===== config.mk =====
export PLATFORM = sky130hd
export DESIGN_NAME = wall_time_gen
export DESIGN_NICKNAME = d
export VERILOG_FILES = /design/src/rtl/time_gen_pkg.sv /design/src/rtl/tick_prescaler.sv /design/src/rtl/wall_time_gen.sv
export SDC_FILE = /design/constraint.sdc
export NUM_CORES = 1
export LEC_CHECK = 0
export CAP_MARGIN = 0
export CORE_MARGIN = 5
export CORE_UTILIZATION = 40
export DETAILED_ROUTE_END_ITERATION = 8
export GPL_TIMING_DRIVEN = 0
export PLACE_DENSITY_LB_ADDON = 0.2
export SLEW_MARGIN = 25
export SYNTH_ARGS = -nofsm -noshare
export SYNTH_HDL_FRONTEND = slang
export SYNTH_HIERARCHICAL = 1
export SYNTH_SLANG_ARGS = --single-unit

===== constraint.sdc =====
create_clock -name clk -period 2.9 [get_ports clk]
set_input_delay 0.87 -clock clk [delete_from_list [all_inputs] [get_ports clk]]
set_output_delay 0.87 -clock clk [all_outputs]
set_load 0.05 [all_outputs]

===== src/rtl/time_gen_pkg.sv =====
// Shared widths, terminal values and the set-value range check for the wall-clock generator.
package time_gen_pkg;

   localparam int SEC_W = 6;
   localparam int MIN_W = 6;
   localparam int HR_W  = 5;

   localparam logic [SEC_W-1:0] SEC_MAX = 6'd59;
   localparam logic [MIN_W-1:0] MIN_MAX = 6'd59;

   // True when a requested hh:mm lies inside the clock's range.
   function automatic logic set_in_range(input logic [HR_W-1:0]  hh,
                                         input logic [MIN_W-1:0] mm,
                                         input logic [HR_W-1:0]  hr_max);
      return (hh <= hr_max) && (mm <= MIN_MAX);
   endfunction

endpackage


===== src/rtl/tick_prescaler.sv =====
// Divides clk by CLK_HZ; tick is high during the last count while enabled.
module tick_prescaler #(
   parameter int CLK_HZ = 256
) (
   input  logic clk,
   input  logic reset_n,
   input  logic en,
   input  logic clr,
   output logic tick
);

   localparam int              PC_W   = (CLK_HZ > 2) ? $clog2(CLK_HZ) : 1;
   localparam logic [PC_W-1:0] PC_MAX = PC_W'(CLK_HZ - 1);

   logic [PC_W-1:0] r_pcnt;

   // Prescaler count: clear on load, otherwise advance and wrap at PC_MAX while enabled.
   always_ff @(posedge clk or negedge reset_n) begin
      if (!reset_n) begin
         r_pcnt <= '0;
      end else if (clr) begin
         r_pcnt <= '0;
      end else if (en) begin
         if (r_pcnt == PC_MAX) begin
            r_pcnt <= '0;
         end else begin
            r_pcnt <= r_pcnt + PC_W'(1);
         end
      end else begin
         r_pcnt <= r_pcnt;
      end
   end

   assign tick = en && (r_pcnt == PC_MAX);

endmodule


===== src/rtl/wall_time_gen.sv =====
// Wall-clock time generator: 1 Hz prescaler plus ss/mm/hh cascade with load, run and fast mode.
module wall_time_gen
   import time_gen_pkg::*;
#(
   parameter int CLK_HZ = 256,
   parameter int HOURS  = 24
) (
   input  logic             clk,
   input  logic             reset_n,
   input  logic             run,
   input  logic             fast_mode,
   input  logic             set_en,
   input  logic [HR_W-1:0]  set_hh,
   input  logic [MIN_W-1:0] set_mm,
   output logic             one_second,
   output logic             one_minute,
   output logic             one_hour,
   output logic             day_wrap,
   output logic             set_err,
   output logic [SEC_W-1:0] ss,
   output logic [MIN_W-1:0] mm,
   output logic [HR_W-1:0]  hh
);

   localparam logic [HR_W-1:0] HR_MAX = HR_W'(HOURS - 1);

   logic             w_tick;
   logic             w_load;
   logic [SEC_W-1:0] w_ss_n;
   logic [MIN_W-1:0] w_mm_n;
   logic [HR_W-1:0]  w_hh_n;
   logic             w_sec_p, w_min_p, w_hr_p, w_day_p, w_err_p;

   logic [SEC_W-1:0] r_ss;
   logic [MIN_W-1:0] r_mm;
   logic [HR_W-1:0]  r_hh;
   logic             r_sec_p, r_min_p, r_hr_p, r_day_p, r_err_p;

   // A valid load clears the prescaler so the next second is a full period away.
   assign w_load = set_en && set_in_range(set_hh, set_mm, HR_MAX);

   tick_prescaler #(.CLK_HZ(CLK_HZ)) u_prescaler (
      .clk     (clk),
      .reset_n (reset_n),
      .en      (run),
      .clr     (w_load),
      .tick    (w_tick)
   );

   // Next time value and pulses: a valid load beats a coincident tick.
   always_comb begin
      w_ss_n  = r_ss;
      w_mm_n  = r_mm;
      w_hh_n  = r_hh;
      w_sec_p = 1'b0;
      w_min_p = 1'b0;
      w_hr_p  = 1'b0;
      w_day_p = 1'b0;
      w_err_p = set_en && !w_load;
      if (w_load) begin
         w_ss_n = '0;
         w_mm_n = set_mm;
         w_hh_n = set_hh;
      end else if (w_tick) begin
         w_sec_p = 1'b1;
         if (fast_mode || (r_ss == SEC_MAX)) begin
            w_ss_n  = '0;
            w_min_p = 1'b1;
         end else begin
            w_ss_n = r_ss + SEC_W'(1);
         end
         if (w_min_p) begin
            if (r_mm == MIN_MAX) begin
               w_mm_n = '0;
               w_hr_p = 1'b1;
               if (r_hh == HR_MAX) begin
                  w_hh_n  = '0;
                  w_day_p = 1'b1;
               end else begin
                  w_hh_n = r_hh + HR_W'(1);
               end
            end else begin
               w_mm_n = r_mm + MIN_W'(1);
            end
         end else begin
            w_mm_n = r_mm;
         end
      end else begin
         w_ss_n = r_ss;
      end
   end

   // Registered time counters and one-cycle pulse outputs.
   always_ff @(posedge clk or negedge reset_n) begin
      if (!reset_n) begin
         r_ss    <= '0;
         r_mm    <= '0;
         r_hh    <= '0;
         r_sec_p <= 1'b0;
         r_min_p <= 1'b0;
         r_hr_p  <= 1'b0;
         r_day_p <= 1'b0;
         r_err_p <= 1'b0;
      end else begin
         r_ss    <= w_ss_n;
         r_mm    <= w_mm_n;
         r_hh    <= w_hh_n;
         r_sec_p <= w_sec_p;
         r_min_p <= w_min_p;
         r_hr_p  <= w_hr_p;
         r_day_p <= w_day_p;
         r_err_p <= w_err_p;
      end
   end

   assign ss         = r_ss;
   assign mm         = r_mm;
   assign hh         = r_hh;
   assign one_second = r_sec_p;
   assign one_minute = r_min_p;
   assign one_hour   = r_hr_p;
   assign day_wrap   = r_day_p;
   assign set_err    = r_err_p;

endmodule


==> impl_metrics.toml <==
[floorplanning]
floorplan.die.height_um = 74.0
coreArea_um2 = 3970
floorplan.rows = 23
design.portCount = 38
die_width_um = 74.0
initial_util_pct = 41.2
floorplan.die_area_um2 = 5470

[sta]
final_max_slew_viol_count = 0
finalWorstPathRequiredPeriod_ns = 2.60
clock.fmax_ghz = 0.384
postLayoutSetupSlackWorst_ns = 0.299
grt_setup_unrepaired = "false"
finalClockSkew_ns = 0.00648
timing.max_slew.rel_slack_pct = 55.6
finalHoldViolCount = 0
endpoints_failing_setup = 0
period_share_pct = 89.7
hold_ws_ns = 0.561
worst_pin_slew_ns = 0.667

[run_status]
status = "complete, no violations"

[detailed_routing]
drt_drc_violations_left = 0
routed_via_density = 5.50
number_of_iterations_in_the_first_detailed_routing_pass = 4
drt.antenna.violating_nets = 0
routed-via-count = 1495
wl_um = 3850
routed_wire_length_per_instance_um = 14.2
drt_iter0_drc = 60

[clock_tree]
cts.path.max_buffers = 2
clkSlewWorstSetupHoldPaths_ns = 0.07
cts_tree = "yes"
htree_levels = 2
cts_sinks = 30
clock_latency_ns = 0.28
cts-root-buf = "sky130_fd_sc_hd__clkbuf_8"
cts_inserted_buffers = 5

[placed_design]
worst_case_setup_slack_after_placement_ns = -0.121
hpwl_um = 2810
place.port_buffers = 36
gp_congestion = 0.789

[yosys]
mappedNetlistNets = 198
synth.ff_latch_count = 30
synthesis.area_um2 = 1640
postSynthAreaPerCell_um2 = 9.19
synth.lib_cells_used.distinct = 43
yosys_warnings = 6
post_synth_inst_count = 178
synth_sequential_area_ratio_pct = 45.9

[finish]
finalCoreUtilization_pct = 54.1
diodes = 0
finish.net_count = 241
synthToLayoutAreaGrowth_pct = 31.2
final_layout_size_suffix_gt1_share_pct = 9.91

[critical_path]
endpoint_kind = "register"
start_kind = "input pin"
timing.critical_path.fanout_max = 10
worstPathRequired_ns = 3.10
class_of_the_most_critical_setup_path = "input pin to register"
cp_data_arrival_time_ns = 2.80

[run]
max_cap_viol_count = 0

[worst_hold_path]
worstHoldPathType = "register to register"

[grt]
grt_start_max_net_pins = 31
global_route.overflow_total = 0
first_global_vias = 1522
grt_first_pass_wirelength_um = 6840
number_of_antenna_violations_at_the_first_check_in_global_routing = 0
grt_util_all_layers_pct = 16.0

[power]
vdd.ir_drop.worst_mv = 0.304
power.density_cell_area_nw_per_um2 = 500
p_leak_nw = 0.861
-- cell usage after synthesis --
| master | count | area share [%] |
|---|---|---|
| sky130_fd_sc_hd__o2bb2a_2 | 1 | 0.69 |
| sky130_fd_sc_hd__buf_1 | 2 | 0.46 |
| sky130_fd_sc_hd__nor2_1 | 26 | 6.0 |
| sky130_fd_sc_hd__clkbuf_1 | 1 | 0.23 |
| sky130_fd_sc_hd__a41o_2 | 1 | 0.69 |
| sky130_fd_sc_hd__o211ai_1 | 2 | 0.92 |
| sky130_fd_sc_hd__nor4_1 | 2 | 0.76 |
| sky130_fd_sc_hd__nor2b_1 | 1 | 0.38 |
| sky130_fd_sc_hd__buf_4 | 3 | 1.4 |
| sky130_fd_sc_hd__and3_2 | 1 | 0.46 |
| sky130_fd_sc_hd__a211o_2 | 1 | 0.61 |
| sky130_fd_sc_hd__a21boi_0 | 1 | 0.46 |
| sky130_fd_sc_hd__nor3_1 | 3 | 0.92 |
| sky130_fd_sc_hd__inv_1 | 4 | 0.92 |
| sky130_fd_sc_hd__a41oi_1 | 1 | 0.54 |
| sky130_fd_sc_hd__and2b_1 | 2 | 0.92 |
| sky130_fd_sc_hd__nand4b_1 | 1 | 0.54 |
| sky130_fd_sc_hd__mux2i_1 | 5 | 3.1 |
| sky130_fd_sc_hd__nand3_1 | 13 | 4.0 |
| sky130_fd_sc_hd__nand4_1 | 4 | 1.5 |
| sky130_fd_sc_hd__o21ai_0 | 11 | 3.4 |
| sky130_fd_sc_hd__dfrtp_1 | 30 | 46 |
| sky130_fd_sc_hd__xor2_1 | 2 | 1.1 |
| sky130_fd_sc_hd__a211oi_2 | 1 | 0.76 |
| sky130_fd_sc_hd__a32o_1 | 1 | 0.61 |
| sky130_fd_sc_hd__nand3_4 | 1 | 1.1 |
| sky130_fd_sc_hd__nor2_2 | 1 | 0.38 |
| sky130_fd_sc_hd__or4b_1 | 1 | 0.61 |
| sky130_fd_sc_hd__or3_1 | 6 | 2.3 |
| sky130_fd_sc_hd__or4_1 | 1 | 0.46 |
| sky130_fd_sc_hd__and3_1 | 1 | 0.38 |
| sky130_fd_sc_hd__a21oi_1 | 9 | 2.8 |
| sky130_fd_sc_hd__a31oi_1 | 8 | 3.1 |
| sky130_fd_sc_hd__o21ai_1 | 1 | 0.31 |
| sky130_fd_sc_hd__buf_2 | 1 | 0.31 |
| sky130_fd_sc_hd__or3b_1 | 3 | 1.6 |
| sky130_fd_sc_hd__nand2_1 | 15 | 3.4 |
| sky130_fd_sc_hd__nor2b_4 | 1 | 0.84 |
| sky130_fd_sc_hd__nand3_2 | 1 | 0.61 |
| sky130_fd_sc_hd__nand2b_1 | 1 | 0.38 |
| sky130_fd_sc_hd__or2b_1 | 1 | 0.46 |
| sky130_fd_sc_hd__ha_1 | 4 | 3.1 |
| sky130_fd_sc_hd__a22oi_1 | 2 | 0.92 |
-- metal layers --
| layer | part of all wire (%) | up-vias | GRT usage, % |
|---|---|---|---|
| li1 | - | 732 | - |
| met1 | 46 | 731 | 21.0 |
| met4 | 0.80 | 0 | 5.23 |
| met3 | 4.6 | 4 | 4.59 |
| met2 | 48 | 28 | 25.7 |
| met5 | 0 | - | 0 |
-- layout by cell type, fill, tap and decap left out, drive strengths merged, types with 3 or more instances in the layout --
cell type / instances
nor2: 27
nand4: 4
clkbuf: 9
clkdlybuf4s50: 35
a31oi: 8
or3b: 3
o21ai: 12
buf: 6
mux2i: 5
a21oi: 9
or3: 6
nor3: 3
nand2: 15
dfrtp: 30
nand3: 15
ha: 4
inv: 4
-- cells by family (layout without fill, tap and decap cells) --
group / count (synthesis) / count (layout) / share of synthesized area [%]
xor gates and xnor gates: 2 / 2 / 1.07
DFF: 30 / 30 / 45.9
and+or+nand+nor: 86 / 86 / 28.0
buffers and inverters: 11 / 55 / 3.29
adders and majority gates: 4 / 4 / 3.06
AOI/OAI and AO/OA: 40 / 40 / 15.7
muxes: 5 / 5 / 3.06
-- final timing paths --
path                                              startpoint                                end  slack [ns]  depth (start not counted)
max reg2reg                u_prescaler/r_pcnt[0]$_DFFE_PN0P_                  mm[5]$_DFFE_PN0P_        0.36                          9
max in group asynchronous                            reset_n                  mm[3]$_DFFE_PN0P_        1.84                          1
min in group asynchronous                            reset_n  u_prescaler/r_pcnt[0]$_DFFE_PN0P_        0.62                          1
min reg2reg                                hh[3]$_DFFE_PN0P_                 day_wrap$_DFF_PN0_        0.56                          1
min                                        hh[3]$_DFFE_PN0P_                 day_wrap$_DFF_PN0_        0.56                          1
max                                                      run                  mm[5]$_DFFE_PN0P_        0.30                          9
-- worst max-delay path, cell delays in order --
cell	delay (ns)
sky130_fd_sc_hd__buf_4	0.13
sky130_fd_sc_hd__nand4_1	0.19
sky130_fd_sc_hd__nor2_1	0.22
sky130_fd_sc_hd__buf_4	0.21
sky130_fd_sc_hd__nand4b_1	0.11
sky130_fd_sc_hd__o2bb2a_2	0.29
sky130_fd_sc_hd__clkbuf_1	0.21
sky130_fd_sc_hd__or3_1	0.38
sky130_fd_sc_hd__a31oi_1	0.18
-- report_power, final --
part	leakage, nW	internal [mW]	switching (mW)
sequential	0.386	0.447	0.0382
clock	0.0482	0.191	0.154
combinational	0.427	0.0928	0.150
total	0.861	0.731	0.342
-- area by class of cell --
cell class              instances  area, µm²
fillers                       383       1820
repair buffers                 36        355
multi-input cells             137        832
inverters                       4       15.0
plain buffers                   7       40.0
well taps                      50       62.6
clock inverters                 1       5.00
clock buffers                   7       86.3
flip-flops and latches         30        751
-- flip-flops by register name, indices dropped and copies added, names as in the netlist --
signal	count
one_minute	1
day_wrap	1
mm	6
hh	5
set_err	1
ss	6
u_prescaler/r_pcnt	8
one_hour	1
one_second	1
-- per-stage QoR --
stage	setup TNS [ns]	area (µm²)	power, mW	std cells
global placement	-0.116	2060	0.736	264
detailed placement	-0.121	2050	0.737	264
global route	0	2150	1.13	272
floorplan	0	1640	0.639	178
CTS	0	2150	1.09	272
finish	0	2150	1.07	272
-- what timing repair did --
item / 4_1_cts / 5_1_grt
setup buffers: 0 / 0
endpoints found under the setup margin: 0 / 1
hold buffers: 0 / 0
resized for setup: 0 / 1
Note: power is estimated with default switching activity, not from simulation.
